--- src/rtl/sync_debounce_edge_pkg.sv ---
// sync_debounce_edge_pkg: shared state encoding and counter-width helper for the debounce block
package sync_debounce_edge_pkg;
  typedef enum logic {ST_STABLE = 1'b0, ST_QUALIFY = 1'b1} state_t;
  function automatic int cnt_w(input int d);
    return $clog2(d + 1);
  endfunction
endpackage

--- src/rtl/sat_cnt_n.sv ---
// sat_cnt_n: saturating up-counter with synchronous clear taking priority over increment
module sat_cnt_n #(
  parameter int W = 8
) (
  input  logic         clk,
  input  logic         rst,
  input  logic         inc,
  input  logic         clr,
  output logic [W-1:0] cnt
);
  always_ff @(posedge clk or posedge rst)
    if (rst) cnt <= '0;
    else if (clr) cnt <= '0;
    else if (inc && !(&cnt)) cnt <= cnt + W'(1);
endmodule

--- src/rtl/sync_debounce_edge.sv ---
// sync_debounce_edge: glitch filter on a synchronized level with rise/fall pulses and aborted-qualification count
module sync_debounce_edge
  import sync_debounce_edge_pkg::*;
#(
  parameter int   DEBOUNCE_CYCLES = 4,
  parameter int   GLITCH_CNT_W    = 8,
  parameter logic RESET_LEVEL     = 1'b0
) (
  input  logic                    clki,
  input  logic                    rst,
  input  logic                    sync_data_i,
  input  logic                    enable_i,
  input  logic                    glitch_clr_i,
  output logic                    level_o,
  output logic                    rise_o,
  output logic                    fall_o,
  output logic                    busy_o,
  output logic [GLITCH_CNT_W-1:0] glitch_cnt_o
);
  localparam int CW = cnt_w(DEBOUNCE_CYCLES);
  localparam logic [CW-1:0] LAST = CW'(DEBOUNCE_CYCLES - 1);
  state_t state, state_n;
  logic [CW-1:0] cnt, cnt_n;
  logic diff, flip, abort;
  always_comb begin
    diff    = sync_data_i ^ level_o;
    flip    = enable_i && diff && (state == ST_QUALIFY ? cnt == LAST : DEBOUNCE_CYCLES == 1);
    abort   = enable_i && state == ST_QUALIFY && !diff;
    state_n = (enable_i && diff && !flip) ? ST_QUALIFY : ST_STABLE;
    cnt_n   = state_n == ST_QUALIFY ? cnt + CW'(1) : '0;
  end
  always_ff @(posedge clki or posedge rst)
    if (rst) begin
      state   <= ST_STABLE;
      cnt     <= '0;
      level_o <= RESET_LEVEL;
      rise_o  <= 1'b0;
      fall_o  <= 1'b0;
    end else begin
      state   <= state_n;
      cnt     <= cnt_n;
      level_o <= level_o ^ flip;
      rise_o  <= flip && !level_o;
      fall_o  <= flip && level_o;
    end
  assign busy_o = (state == ST_QUALIFY);
  sat_cnt_n #(.W(GLITCH_CNT_W)) u_glitch (
    .clk(clki),
    .rst(rst),
    .inc(abort),
    .clr(glitch_clr_i),
    .cnt(glitch_cnt_o)
  );
endmodule

--- config.mk ---
export PLATFORM = sky130hd
export DESIGN_NAME = sync_debounce_edge
export DESIGN_NICKNAME = d
export VERILOG_FILES = /design/src/rtl/sync_debounce_edge_pkg.sv /design/src/rtl/sat_cnt_n.sv /design/src/rtl/sync_debounce_edge.sv
export SDC_FILE = /design/constraint.sdc
export NUM_CORES = 1
export LEC_CHECK = 0
export BUFFER_PORTS_ARGS = -buffer_cell sky130_fd_sc_hd__buf_4
export CORE_AREA = 8 8 48 50
export CTS_BUF_LIST = sky130_fd_sc_hd__clkbuf_4
export DETAILED_ROUTE_END_ITERATION = 12
export DIE_AREA = 0 0 56 58
export HOLD_SLACK_MARGIN = 0.12
export PLACE_DENSITY = 0.79
export SKIP_LAST_GASP = 1
export SYNTH_ARGS = -nofsm -noshare
export SYNTH_HDL_FRONTEND = slang
export SYNTH_HIERARCHICAL = 1
export SYNTH_SLANG_ARGS = --single-unit
--- constraint.sdc ---
create_clock -name clki -period 5 [get_ports clki]
set_input_delay 0.5 -clock clki [delete_from_list [all_inputs] [get_ports clki]]
set_output_delay 0.5 -clock clki [all_outputs]
set_load 0.05 [all_outputs]
# Word level (Yosys, flattened, before mapping)
# Index checks and enable logic that the tools add are counted.
[op_classes] n_addsub=2 n_eq_ne=1 n_mux=5 n_bitwise=2 reduce_logical=14
[op_table] op="2-to-1 mux 8 bit" n=2
[op_table] op="adder 8 x 1 -> 8 bit, second input constant" n=1
[op_table] op="logical AND 1 bit" n=8
[op_table] op="AND reduction 8 bit" n=1
[op_table] op="zero test 1 bit" n=4
[op_table] op="adder 3 x 1 -> 3 bit, second input constant" n=1
[op_table] op="== test 3 x 2 -> 1 bit, second input constant" n=1
[op_table] op="2-to-1 mux 3 bit" n=1
[op_table] op="2-to-1 mux 1 bit" n=2
[op_table] op="nonzero test 2 bit" n=1
[op_table] op="XOR 1 bit" n=2
[totals] ff_bits=15 inputBits=5 output_inout_bits=12 elab_cells=30

# Logic depth before layout (Yosys ltp)
# Gate-level depths: netlist of the first run.
[depth] depth_word=7 mapped_depth=6 depth_no_buf=6

# By module
# The synthesis of the first run kept the hierarchy.
[by_module_without_submodules] module="sat_cnt_n" instances=1 cells_per_inst=44 area_each_um2=437.9
[by_module_without_submodules] module="sync_debounce_edge" instances=1 cells_per_inst=24 area_each_um2=311.5

# Least setup slack after synthesis of the first run
# No wires, ideal clock.
[synth_timing] path_type="flip-flop to flip-flop" from="register level_o" to="register u_glitch.cnt[7]" setup_time_ns=0.077 t_arrival_ns=2.057 t_required_ns=4.923 path_slack_ns=2.866 stages_incl_launch_ff=6 period_less_slack_ns=2.134 cell_sequence="dfrtp_1 > xnor2_1 > and3_2 > nand4_2 > or4_1 > a21oi_1"
[synth_via] elab_chain_cells=5
[synth_lines] element="start: declaration" line_no="sync_debounce_edge.sv:14" source="output logic level_o,"
[synth_lines] element="start signal: assignment" line_no="sync_debounce_edge.sv:42" source="level_o <= level_o ^ flip;"
[synth_lines] element="XOR 1 bit" line_no="sync_debounce_edge.sv:26" source="diff = sync_data_i ^ level_o;"
[synth_lines] element="zero test 1 bit" line_no="sync_debounce_edge.sv:28" source="abort = enable_i && state == ST_QUALIFY && !diff;"
[synth_lines] element="logical AND 1 bit" line_no="sync_debounce_edge.sv:28"
[synth_lines] element="via abort" line_no="sync_debounce_edge.sv:24" source="logic diff, flip, abort;"
[synth_lines] element="logical AND 1 bit" line_no="sat_cnt_n.sv:14" source="else if (inc && !(&cnt)) cnt <= cnt + W'(1);"
[synth_lines] element="nonzero test 2 bit (no source line)"
[synth_lines] element="end signal: assignment" line_no="sat_cnt_n.sv:14"
[synth_lines] element="end: declaration" line_no="sat_cnt_n.sv:9" source="output logic [W-1:0] cnt"
# The timed path passes the listed nets, and every way through them passes these cells.
# A chain may end at the register's enable or synchronous reset.

# Worst setup path in the final report of the first run
# Ends and elaborated chain as after synthesis.

==> flow_summary.yaml, run 1 <==
cells_and_area:
  final.fill_count: 150
  final_cells: 104
  final_util_pct: 56.6
  syn_to_final_growth_pct: 21.9
  finalNetCount: 98
  drive_gt1_share_pct: 28.7
  final_area_um2: 913
  insertedDiodeCount: 0
pwr:
  ir_drop_v: 0.000211
  cellPowerDensity_nw_per_um2: 249
  leakage_nw: 0.453
grt:
  grt_pass1_vias: 630
  antenna_found_initial: 0
  grt_first_pass_wirelength_um: 2720
  gr-total-overflow: 0
  track_usage_pct: 10.1
  grt_max_degree: 11
placement:
  gp_congestion: 0.811
  numPortBuffers: 16
  hpwlAfterDp_um: 1240
  dp.cells: 100
  placedInstanceArea_um2: 883
timing:
  finalSetupTns_ns: 0
  period_share_pct: 40.9
  finalCriticalPeriod_ns: 2.04
  setup_violations: 0
  drv_slew: 0
  skew_ns: 0.00575
  rsz0062_at_grt: "no"
  worst_slew_pin_slew_ns: 0.459
  hold_viol_final: 0
  relSlewSlack_pct: 69.2
  fmax_mhz: 489
yosys:
  synth_edf_count: 0
  synth_fa_ha_area_share_pct: 8.35
  synthCells: 68
  syn-cell-area_um2: 749
  yosys.area_share.xor_xnor_pct: 1.17
  synth_compound_area_share_pct: 11.4
  yosysUniqueCellTypes: 31
  synth-seq-area-share_pct: 50.1
  syn_avg_cell_area_um2: 11.0
  ys_ff_latch: 15
  muxShareOfSynthArea_pct: 2.84
  yosys_warnings: 6
  async_flop_share_pct: 100
  syn-num-nets: 78
  ys.flop_type: "dfrtp_1"
  synth_top_family_by_area: "simple AND/OR/NAND/NOR gates"
  yosys.area_share.simple_pct: 21.2
routing:
  dr.pass1.iters: 4
  drt_wl_total_um: 1590
  num_vias: 593
  detail-route-antenna-nets: 0
  drt_iter0_drc: 10
  wl_per_cell_um: 15.2
  drc: 0
  vias_per_cell: 5.70
worst_setup_path:
  cpPeakStageDelay_ns: 0.50
  critPathLaunchType: "register"
  cp_slowest_cell: "or4_1"
  crit_fanout: 6
  critPathKind: "reg2reg"
  cp.arrival_ns: 2.26
  cp-end-kind: "register"
  path_buf_inv: 0
  required_ns: 5.21
  worstPathCellList: "xnor2_1 -> and3_2 -> nand4_2 -> or4_1 -> a21oi_1"
  reg2reg_depth: 5
  cp_num_cells: 5
  crit_family: "simple AND/OR/NAND/NOR gates"
floorplan:
  io-pin-count: 17
  row_count: 15
  die_area_um2: 3250
  fp.dieW_um: 56
  core_area_um2: 1610
  start_util_pct: 46.4
  die_h_um: 58
cts:
  cts.sinks: 15
  tritoncts: "yes"
  clock-root-buffer: "clkbuf_4"
  clockBufferDepth: 2
  htreeDepth: 1
  cts_setup_buffers: 0
  clk_pin_slew_worst_paths_ns: 0.09
  postCtsResizedCells: 0
  clk_latency_ns: 0.28
  hold_buffers: 0
  cts_made_buffers: 3
hold_path:
  hp-class: "in2async"
outcome:
  status: "completed"
flow_run:
  drv_cap: 0
-- synthesized netlist by cell type (2+ instances only) --
cell type / number / area share, %
nor3_1: 5 / 3.3
inv_1: 8 / 4.0
a211oi_1: 2 / 2.0
and3_1: 2 / 1.7
ha_1: 5 / 8.3
dfrtp_1: 15 / 50
nand2_1: 2 / 1.0
nand2b_1: 2 / 1.7
nor3b_1: 2 / 2.0
a21oi_1: 4 / 2.7
-- layout by cell type (no fill, tap or decap), types with 2 or more instances in the layout --
cell,count
nor3b_1,2
buf_4,16
nor3_1,5
nand2_1,2
nand2b_1,2
and3_1,2
ha_1,5
clkbuf_4,4
inv_1,8
dfrtp_1,15
a211oi_1,2
a21oi_1,4
-- metal layers --
layer | GRT usage [%] | vias to the layer above | share of wire (%) | wire length, µm
met3 | 3.93 | 2 | 6.1 | 96
met4 | 5.84 | 0 | 0.38 | 6
met5 | 0 | - | 0 | 0
met2 | 16.5 | 15 | 49 | 770
li1 | - | 286 | - | -
met1 | 11.0 | 290 | 45 | 712
-- registers in the layout, summed over array words and instances, names as in the netlist --
name,count
cnt,3
rise_o,1
busy_o,1
fall_o,1
level_o,1
u_glitch/cnt,8
-- layout make-up --
class	instances	area (µm²)	share of cell area, %
multi-input combinational	44	337	36.8
sequential	15	375	41.1
timing repair buffer	16	120	13.2
tap	17	21.3	2.33
inverter	8	30.0	3.29
clock buffer	4	30.0	3.29
-- power by group --
part	total [W]	internal [W]	switching (W)	leakage, nW
clock network	0.0000726	0.0000364	0.0000362	0.0184
registers	0.000128	0.000124	0.00000322	0.204
logic	0.0000270	0.00000937	0.0000176	0.231
total	0.000227	0.000170	0.0000570	0.453
-- final timing paths --
check / start / slack [ns] / endpoint
worst min-delay path: rst / 0.15 / cnt[1]
worst min register to register: cnt[0] / 0.45 / cnt[0]
min in group clki: cnt[0] / 0.45 / cnt[0]
worst max register to register: level_o / 2.96 / u_glitch/cnt[7]
worst max-delay path: level_o / 2.96 / u_glitch/cnt[7]
max in group asynchronous: rst / 4.58 / u_glitch/cnt[5]
-- metrics by stage --
| stage | total power (W) | hold WS [ns] | setup WS [ns] |
|---|---|---|---|
| CTS | 0.000232 | 0.146 | 2.94 |
| floorplan | 0.000148 | 0.303 | 2.87 |
| detailed placement | 0.000158 | 0.436 | 2.78 |
| global route | 0.000239 | 0.156 | 2.77 |
| finish | 0.000227 | 0.150 | 2.96 |
| global placement | 0.000156 | 0.438 | 2.87 |
-- kinds of logic after synthesis --
kind of cell / Yosys count
AOI/OAI and AO/OA: 12
xor gates and xnor gates: 1
adders and majority gates: 5
buffers and inverters: 9
DFF: 15
muxes: 2
and+or+nand+nor: 24
Note: power is estimated with default switching activity, not from simulation.
==> run 2, diff against run 1 <==
clock period = 2.1 ns   (was 5 ns; I/O delays follow)
==> run 2 against run 1 <==
Net effect: hold slack improved by 0.0011 ns; maximum frequency rose by 7.1%; power rose by 140%; die area did not move; first-iteration DRC count rose by 30%; combinational power rose to 2.5 times the previous value; count of clock-buffer cells in the layout did not move; via count rose by 1.9%; cell count rose by 0.96%; worst setup slack got worse by 2.8 ns; clock skew fell by 0.00092 ns.
==> flow_summary.yaml, run 2 (synthesis results as in run 1) <==
outcome:
  status: "completed"
cells_and_area:
  final.fill_count: 140
  regArea_um2: 375
  largest_reg_flops: 8
  finalNetCount: 99
  drive_gt1_share_pct: 29.5
  syn_to_final_growth_pct: 24.2
  top_register: "u_glitch/cnt"
  multi_input_area_um2: 344
  final_common_cell: "buf_4"
  layout_common_cells: "16 x buf_4, 15 x dfrtp_1, 8 x inv_1"
  final_area_um2: 931
  insertedDiodeCount: 0
  reg_top3: "u_glitch/cnt: 8 flops, cnt: 3 flops"
timing:
  setup_violations: 0
  rsz0062_at_grt: "no"
  finalCriticalPeriod_ns: 1.91
  drv_slew: 0
  hold_viol_final: 0
  finalSetupTns_ns: 0
  worst_slew_pin_slew_ns: 0.320
  period_share_pct: 90.9
  fmax_mhz: 524
  relSlewSlack_pct: 78.7
  skew_ns: 0.00483
grt:
  grt_max_degree: 11
  grt_first_pass_wirelength_um: 2610
  gr-total-overflow: 0
  track_usage_pct: 9.89
  grt_pass1_vias: 599
  antenna_found_initial: 0
flow_run:
  drv_cap: 0
pwr:
  ir_drop_v: 0.000359
  switchingPower_w: 0.000145
  power_frac_seq_pct: 55.0
  cellPowerDensity_nw_per_um2: 594
  combPwrFrac_pct: 12.3
  leakage_nw: 0.463
  clkPwrFrac_pct: 32.6
  p_sw_share_pct: 26.2
  p_int_w: 0.000408
worst_setup_path:
  cp-end-kind: "register"
  critPathLaunchType: "register"
  r2r_slack_ns: 0.19
  critPathKind: "reg2reg"
  required_ns: 2.32
  crit_fanout: 6
  cp.arrival_ns: 2.13
cts:
  postCtsResizedCells: 0
  clk_pin_slew_worst_paths_ns: 0.09
  cts.sinks: 15
  cts_setup_buffers: 0
  clk_latency_ns: 0.28
  htreeDepth: 1
  clockBufferDepth: 2
  tritoncts: "yes"
  cts_made_buffers: 3
  clock-root-buffer: "clkbuf_4"
routing:
  drt_iter0_drc: 13
  wl_per_cell_um: 14.8
  detail-route-antenna-nets: 0
  drc: 0
  dr.pass1.iters: 4
  drt_wl_total_um: 1550
  num_vias: 604
  vias_per_cell: 5.75
floorplan:
  fp.dieW_um: 56
  io-pin-count: 17
  die_area_um2: 3250
  row_count: 15
  die_h_um: 58
  core_area_um2: 1610
  start_util_pct: 46.4
placement:
  hpwlAfterDp_um: 1170
  placedInstanceArea_um2: 891
  gp_congestion: 0.848
  numPortBuffers: 16
hold_path:
  hp-class: "in2reg"
-- run 2: worst paths after layout --
| check | from | to | cells after the start |
|---|---|---|---|
| min reg2reg | cnt[0] | cnt[0] | 1 |
| min in group asynchronous | rst | cnt[0] | 3 |
| max reg2reg | level_o | u_glitch/cnt[7] | 5 |
| max in group asynchronous | rst | u_glitch/cnt[6] | 3 |
| max | level_o | u_glitch/cnt[7] | 5 |
| min | glitch_clr_i | u_glitch/cnt[7] | 2 |
-- run 2: critical path, stage by stage, from the launching register on --
cell	delay, ns
dfrtp_1	0.45
xnor2_2	0.31
and3_2	0.28
nand4_2	0.18
or4_1	0.50
a21oi_1	0.15
-- run 2: layout make-up --
class | count | area share [%]
inverters | 8 | 3.23
flip-flops and latches | 15 | 40.3
repair buffers | 17 | 14.0
clock buffers | 4 | 3.23
multi-input cells | 44 | 37.0
well taps | 17 | 2.28
-- run 2: layer usage --
metal	vias up	wire length, µm	GRT usage [%]
li1	290	-	-
met1	290	730	11.0
met2	22	717	16.2
met3	2	97	3.71
met4	0	6	5.15
met5	-	0	0
-- run 2: per-stage QoR --
| stage | instances | utilization [%] | worst slack [ns] | hold slack [ns] | power (W) |
|---|---|---|---|---|---|
| finish | 105 | 57.7 | 0.191 | 0.151 | 0.000553 |
| global route | 105 | 57.7 | 0.0788 | 0.158 | 0.000579 |
| CTS | 105 | 57.7 | 0.195 | 0.138 | 0.000560 |
| detailed placement | 100 | 55.2 | 0.213 | 0.168 | 0.000378 |
| global placement | 100 | 55.2 | 0.278 | 0.161 | 0.000375 |
| floorplan | 68 | - | 0.0661 | 0.0134 | 0.000356 |
-- run 2: power by group through the flow --
stage | registers (W) | logic (W) | clock network [W]
detailed placement | 0.000310 | 0.0000678 | 0
floorplan | 0.000326 | 0.0000302 | 0
global placement | 0.000309 | 0.0000659 | 0
finish | 0.000304 | 0.0000681 | 0.000181
CTS | 0.000304 | 0.0000696 | 0.000186
global route | 0.000306 | 0.0000746 | 0.000198
-- run 2: repair_timing --
item,CTS,global route
endpoints found under the hold margin,15,0
hold buffers,1,0
setup endpoints to repair,0,0
